===== src/rtl/regfile_mp.sv =====
// ---------------------------------------------------------------------------
// regfile_mp
//   Multi-read-port register file for the datapath. It sits between decode
//   (reads, busy-set) and writeback (write, busy-clear).
//     - NREAD combinational read ports, one synchronous write port.
//     - Register 0 is hardwired to zero. Writes to it are dropped.
//     - Optional same-cycle write-to-read bypass (BYPASS).
//     - Per-register busy scoreboard for multi-cycle producers, plus a
//       registered count of busy registers, so decode can stall on RAW hazards.
//
// Ports
//   clk          in   rising-edge clock
//   rst_n        in   asynchronous active-low reset
//   rd_addr_i    in   NREAD*ADDR_W  read addresses, port p = [p*ADDR_W +: ADDR_W]
//   rd_data_o    out  NREAD*DATA_W  read data,      port p = [p*DATA_W +: DATA_W]
//   rd_busy_o    out  NREAD         port p's register awaits a pending write
//   wr_en_i      in   write strobe from writeback
//   wr_addr_i    in   write address
//   wr_data_i    in   write data
//   bset_en_i    in   mark bset_addr_i busy (producer issued)
//   bset_addr_i  in   register to mark busy
//   busy_cnt_o   out  number of registers currently busy
// ---------------------------------------------------------------------------
module regfile_mp #(
    parameter int unsigned DATA_W = 32,
    parameter int unsigned ADDR_W = 5,
    parameter int unsigned NREAD  = 2,
    parameter int unsigned BYPASS = 1
) (
    input  logic                      clk,
    input  logic                      rst_n,
    input  logic [NREAD*ADDR_W-1:0]   rd_addr_i,
    output logic [NREAD*DATA_W-1:0]   rd_data_o,
    output logic [NREAD-1:0]          rd_busy_o,
    input  logic                      wr_en_i,
    input  logic [ADDR_W-1:0]         wr_addr_i,
    input  logic [DATA_W-1:0]         wr_data_i,
    input  logic                      bset_en_i,
    input  logic [ADDR_W-1:0]         bset_addr_i,
    output logic [ADDR_W:0]           busy_cnt_o
);

    localparam int unsigned Depth = 2 ** ADDR_W;

    // -----------------------------------------------------------------------
    // Qualified strobes. Address 0 never takes part in writes or busy-sets,
    // and addresses are never looked at while their enable is low.
    // -----------------------------------------------------------------------
    logic wr_valid;
    logic set_valid;

    assign wr_valid  = wr_en_i   && (wr_addr_i   != '0);
    assign set_valid = bset_en_i && (bset_addr_i != '0);

    // -----------------------------------------------------------------------
    // Storage. Entry 0 is reset to zero and never written, so it folds to a
    // constant. The read path also forces zero for address 0.
    // -----------------------------------------------------------------------
    logic [DATA_W-1:0] mem_q [Depth];

    always_ff @(posedge clk or negedge rst_n) begin
        if (!rst_n) begin
            for (int i = 0; i < Depth; i++) begin
                mem_q[i] <= '0;
            end
        end else if (wr_valid) begin
            mem_q[wr_addr_i] <= wr_data_i;
        end
    end

    // -----------------------------------------------------------------------
    // Busy scoreboard
    // -----------------------------------------------------------------------
    logic [Depth-1:0] busy_q;
    logic [Depth-1:0] busy_d;

    always_comb begin
        busy_d = busy_q;
        if (wr_valid) begin
            busy_d[wr_addr_i] = 1'b0;
        end
        // The set is applied after the clear: a new producer issued in the
        // same cycle as the old one's writeback keeps the register busy.
        if (set_valid) begin
            busy_d[bset_addr_i] = 1'b1;
        end
        busy_d[0] = 1'b0;
    end

    always_ff @(posedge clk or negedge rst_n) begin
        if (!rst_n) begin
            busy_q <= '0;
        end else begin
            busy_q <= busy_d;
        end
    end

    // -----------------------------------------------------------------------
    // Busy count, kept incrementally so it matches the popcount of busy_q
    // without a wide adder tree. A set only counts if the bit was clear. A
    // clear only counts if the bit was set and is not re-set in this cycle.
    // -----------------------------------------------------------------------
    logic [ADDR_W:0] cnt_q;
    logic [ADDR_W:0] cnt_d;
    logic            cnt_inc;
    logic            cnt_dec;
    logic            same_addr;

    assign same_addr = set_valid && wr_valid && (bset_addr_i == wr_addr_i);
    assign cnt_inc   = set_valid && !busy_q[bset_addr_i];
    assign cnt_dec   = wr_valid && busy_q[wr_addr_i] && !same_addr;

    always_comb begin
        cnt_d = cnt_q;
        unique case ({cnt_inc, cnt_dec})
            2'b10:   cnt_d = cnt_q + (ADDR_W + 1)'(1);
            2'b01:   cnt_d = cnt_q - (ADDR_W + 1)'(1);
            default: cnt_d = cnt_q;
        endcase
    end

    always_ff @(posedge clk or negedge rst_n) begin
        if (!rst_n) begin
            cnt_q <= '0;
        end else begin
            cnt_q <= cnt_d;
        end
    end

    assign busy_cnt_o = cnt_q;

    // -----------------------------------------------------------------------
    // Read ports
    // -----------------------------------------------------------------------
    for (genvar p = 0; p < NREAD; p++) begin : g_rd
        logic [ADDR_W-1:0] ra;
        logic              fwd;
        logic [DATA_W-1:0] data;

        assign ra = rd_addr_i[p*ADDR_W +: ADDR_W];

        // Forward the writeback value in the cycle it is written. A pending
        // write to the register also resolves its busy state for this read.
        assign fwd = (BYPASS != 0) && wr_valid && (wr_addr_i == ra);

        always_comb begin
            if (ra == '0) begin
                data = '0;
            end else if (fwd) begin
                data = wr_data_i;
            end else begin
                data = mem_q[ra];
            end
        end

        assign rd_data_o[p*DATA_W +: DATA_W] = data;
        assign rd_busy_o[p]                  = (ra != '0) && busy_q[ra] && !fwd;
    end

endmodule


===== config.mk =====
export PLATFORM = sky130hd
export DESIGN_NAME = regfile_mp
export DESIGN_NICKNAME = d
export VERILOG_FILES = /design/src/rtl/regfile_mp.sv
export SDC_FILE = /design/constraint.sdc
export NUM_CORES = 2
export LEC_CHECK = 0
export CAP_MARGIN = 20
export CORE_MARGIN = 2
export CORE_UTILIZATION = 50
export CTS_CLUSTER_DIAMETER = 100
export CTS_CLUSTER_SIZE = 16
export DETAILED_ROUTE_END_ITERATION = 6
export HOLD_SLACK_MARGIN = 0.05
export PLACE_DENSITY = 0.65
export SYNTH_ARGS = -nofsm -noshare
export SYNTH_HDL_FRONTEND = slang
export SYNTH_SLANG_ARGS = --single-unit

===== constraint.sdc =====
create_clock -name clk -period 5.1 [get_ports clk]
set_input_delay 0.765 -clock clk [delete_from_list [all_inputs] [get_ports clk]]
set_output_delay 0.765 -clock clk [all_outputs]
set_load 0.05 [all_outputs]

==> results.md <==
Critical path:
- In this run the critical register-to-register path is launched from busy_q[31].
- The depth of the worst register-to-register path is 11.
- Data arrives at the worst endpoint at 4.10 ns.
- The critical path in this run is classified as input port to primary output.
- In this run the worst setup path begins at wr_addr_i[2].
- The terminus of the critical flop-to-flop path is busy_cnt_o[5].
- Following the worst setup path forward leads to its endpoint at rd_data_o[42].
- The critical path endpoint category is a primary output.
- The worst setup path is launched from an input port.
- Across all register-to-register paths, the minimum setup slack is 1.72 ns.
- The data required time of the worst path is 4.34 ns.
- Of all nets on the critical path, the largest fanout is 16.

Power and ir drop:
- In this run the power density over the cells is 367 mW/mm^2.
- The clock network fraction of design power is 0.250.
- The relative contribution of sequential cells to total power is 0.480.
- The combinational power share is 0.269.
- The leakage power total is 27.0 nW.
- The worst-case vdd ir drop is 240 uV.
- The total power is 0.0234 W.
- The net switching component of the power is 0.00701 W.
- Internal power comes to 0.0164 W.
- Of the total power, the share spent switching nets is 0.300.

Timing:
- The final hold violation count is 0.
- The max-slew violation total from the final report was 0.
- Setup repair after global routing left no endpoint under its margin.
- Setup violations remaining at the end of the flow were counted as 0.
- For the final routed database, the setup TNS stands at 0 ns.
- At the pin with the least slew margin, the transition time is 1.26 ns.
- The final critical delay including setup and external delays is 4.86 ns.
- The ratio of final minimum period to clock period is 0.954.
- Measured against its own limit, the worst slew margin works out to 0.158.
- The worst hold slack is 0.138 ns.
- Based on the critical path, the design can be clocked at up to 206 MHz.
- On the final layout, the worst clock skew is 0.0200 ns.

Floorplanning:
- The die extent in y is 344 um.
- During I/O placement, the number of pins put on the boundary was 128.
- The floorplan has 124 rows.
- The initial core utilization is 0.504.
- The die span in x is 344 um.
- The core region is 0.114 mm^2.
- The overall die area is 0.118 mm^2.

Clock network:
- The number of buffers created by CTS is 76.
- TritonCTS built the clock tree.
- The maximum count of clock buffers along a single path is 3.
- The post-cts gate resize count is 0.
- The number of clock sinks is 1061.
- The count of hold-fix buffers inserted at cts is 0.
- Post-CTS timing repair inserted 0 buffers for setup.
- The latest clock arrival within the worst-skew pair is 0.68 ns.
- CTS placed an instance of clkbuf_16 at the clock tree root.
- The H-tree was split into 3 levels.
- After clock tree synthesis, the clock-pin slew on the worst setup and hold paths is 0.08 ns.

Logic synthesis:
- The compound-gate portion of the synthesized area was 0.0451.
- The gate count after technology mapping is 3895.
- The average footprint of a synthesized cell is 14.8 um^2.
- The most used flip-flop cell after synthesis is dfrtp_1.
- By area, the combinational part of the netlist is dominated by multiplexers.
- The synthesized design spends more area on one cell type than any other, namely dfrtp_1.
- The number of nets in the synthesized netlist is 3957.
- By count the netlist is led by dfrtp_1 (1061), mux2_2 (1042), mux4_2 (496).
- The number of flops mapped to enable cells by yosys is 0.
- The portion of synthesized area spent on multiplexers is 0.430.
- The fraction of post-synthesis cell area in the top cell type by area is 0.461.
- Of the total synthesized cell area, the portion taken by AND, OR, NAND and NOR gates is 0.0233.
- The register area share after synthesis is 0.461.
- The flop and latch count out of synthesis is 1061.
- The post-synthesis async set-or-reset flop share is 1.00.
- The yosys synthesis warning count is 0.
- Of the total synthesized cell area, the portion taken by full adders, half adders and majority gates is 0.00143.
- Of the total synthesized cell area, the portion taken by XOR and XNOR cells is 0.00304.
- Yosys mapped the design onto 57 distinct sky130hd cell types.
- By area the synthesized netlist is led by dfrtp_1 (46%), mux2_2 (20%), mux4_2 (19%).
- In this run the cell area of the synthesized design comes to 0.0576 mm^2.
- The most instantiated library cell after synthesis is dfrtp_1.

Detailed routing:
- The detailed router placed 37691 vias in this run.
- The post-route DRC violation count is 0.
- The detailed-route wire length per cell is 35.3 um.
- The initial DRC count is 4397.
- Once detail routing completed, the nets flagged for antenna violations numbered 0.
- Using the TritonRoute via totals, the vias-per-cell ratio works out to 7.04.
- The first TritonRoute pass finished after 5 iterations.
- The total wirelength of the detailed-routed design is 189000 um.

GRT:
- The total congestion overflow after global routing is 0.
- The initial antenna violation count was 5.
- The first-pass GRT wire length is 277000 um.
- The via count of the first global-routing pass was 38160.
- The largest net degree at the start of global routing is 125.
- The overall track demand over capacity in global routing is 0.325.

Placement:
- Detailed placement ended at an HPWL of 118000 um.
- Routability-driven placement finished with a final weighted congestion of 0.970.
- The count of buffers added on input and output ports is 127.

Cells and area:
- The ratio of cells with drive above 1 in the final layout is 0.504.
- Fill cells in the final layout number 9071.
- The number of diodes added for antenna fixing is 0.
- Relative to the synthesized area, the layout overhead comes to 10.4%.
- The final-stage net count is 3896.

Run:
- The count of max-cap constraint violations is 0.

Outcome:
- The flow ran to the end, and the final reports show no timing, DRC or antenna violations.

Hold path:
- The min-delay analysis places its worst path in the category input port to async pin.
==> power by group through the flow <==
stage	clock [W]	sequential [W]	combinational (W)
final	0.00585	0.0112	0.00629
after detailed placement	0	0.0114	0.00626
after global placement	0	0.0113	0.00618
after CTS	0.00595	0.0112	0.00628
after floorplan	0	0.0110	0.00439
after global routing	0.00628	0.0115	0.00665
==> metal layers <==
| layer | wire (um) | vias to the layer above | global-route usage |
|---|---|---|---|
| met5 | 24 | - | 0 |
| met2 | 83000 | 1935 | 0.477 |
| li1 | - | 14901 | - |
| met1 | 78000 | 20406 | 0.467 |
| met4 | 8600 | 4 | 0.124 |
| met3 | 19100 | 445 | 0.0837 |
==> flip-flops by register name, summed over array words and instances, names as in the netlist <==
| name | cells |
|---|---|
| busy_cnt_o | 6 |
| mem_q | 1024 |
| busy_q | 31 |
==> worst min-delay path by stage <==
stage	start	to	slack, ns	cells after the start
final	rst_n	mem_q[470]	0.14	1
after global routing	rst_n	mem_q[470]	0.18	1
after CTS	rst_n	mem_q[470]	0.19	1
after detailed placement	mem_q[992]	mem_q[992]	0.38	0
after global placement	mem_q[1007]	mem_q[1007]	0.38	0
after floorplan	mem_q[1000]	mem_q[1000]	0.44	1
==> placed cells by master (no fill, tap or decap), types with 5 or more instances in the layout <==
master           instances
buf_4                  145
a211oi_1                30
a22o_1                  45
clkdlybuf4s50_1         50
nor3_4                   7
a221o_1                 23
mux2_2                1042
a32o_1                  28
nor2_4                  16
o2111ai_1               56
buf_12                 104
inv_1                   10
nand3_1                 42
xor2_1                   5
nand3b_1                 6
clkbuf_16               79
a311oi_1                 5
nand2_1                130
nor2b_1                  7
dfrtp_1               1061
o21ai_0                 33
mux2_1                   7
xnor2_1                 15
nor3_1                   7
nor2_1                  13
mux2i_1                181
ha_1                     5
buf_8                    5
mux4_2                 496
a21oi_1                 33
nand2_2                 11
a22oi_1                  9
o22ai_1                 63
nand2b_1                 9
==> worst max-delay path, stage by stage <==
cell	delay, ns
clkdlybuf4s50_1	0.82
or4_1	0.22
o21ai_1	0.06
buf_4	0.17
o31ai_4	1.05
buf_4	0.43
a211oi_1	0.09
a22o_1	0.29
buf_12	0.17
==> cell families after synthesis <==
logic type	Yosys count
DFF	1061
muxes	1726
buffers and inverters	458
and+or+nand+nor	281
AOI/OAI and AO/OA	343
xor gates and xnor gates	20
adders and majority gates	6
==> layout make-up <==
class                      count  area [um^2]  area share
tap                         1512         1890      0.0297
multi-input combinational   2376        29300       0.460
timing repair buffer         309         3810      0.0598
sequential                  1061        26600       0.417
inverter                      10         37.5    0.000590
clock inverter                 6         88.8     0.00140
clock buffer                  79         1980      0.0311
==> stage by stage <==
stage	cell area (um^2)	util	worst slack, ns	cells
after global placement	61500	0.538	0.495	5267
after detailed placement	61500	0.538	0.384	5267
after global routing	63600	0.556	0.235	5353
final	63600	0.556	0.237	5353
after floorplan	57600	-	1.34	3895
after CTS	63600	0.556	0.368	5352
Power figures use the tool's default switching activity.
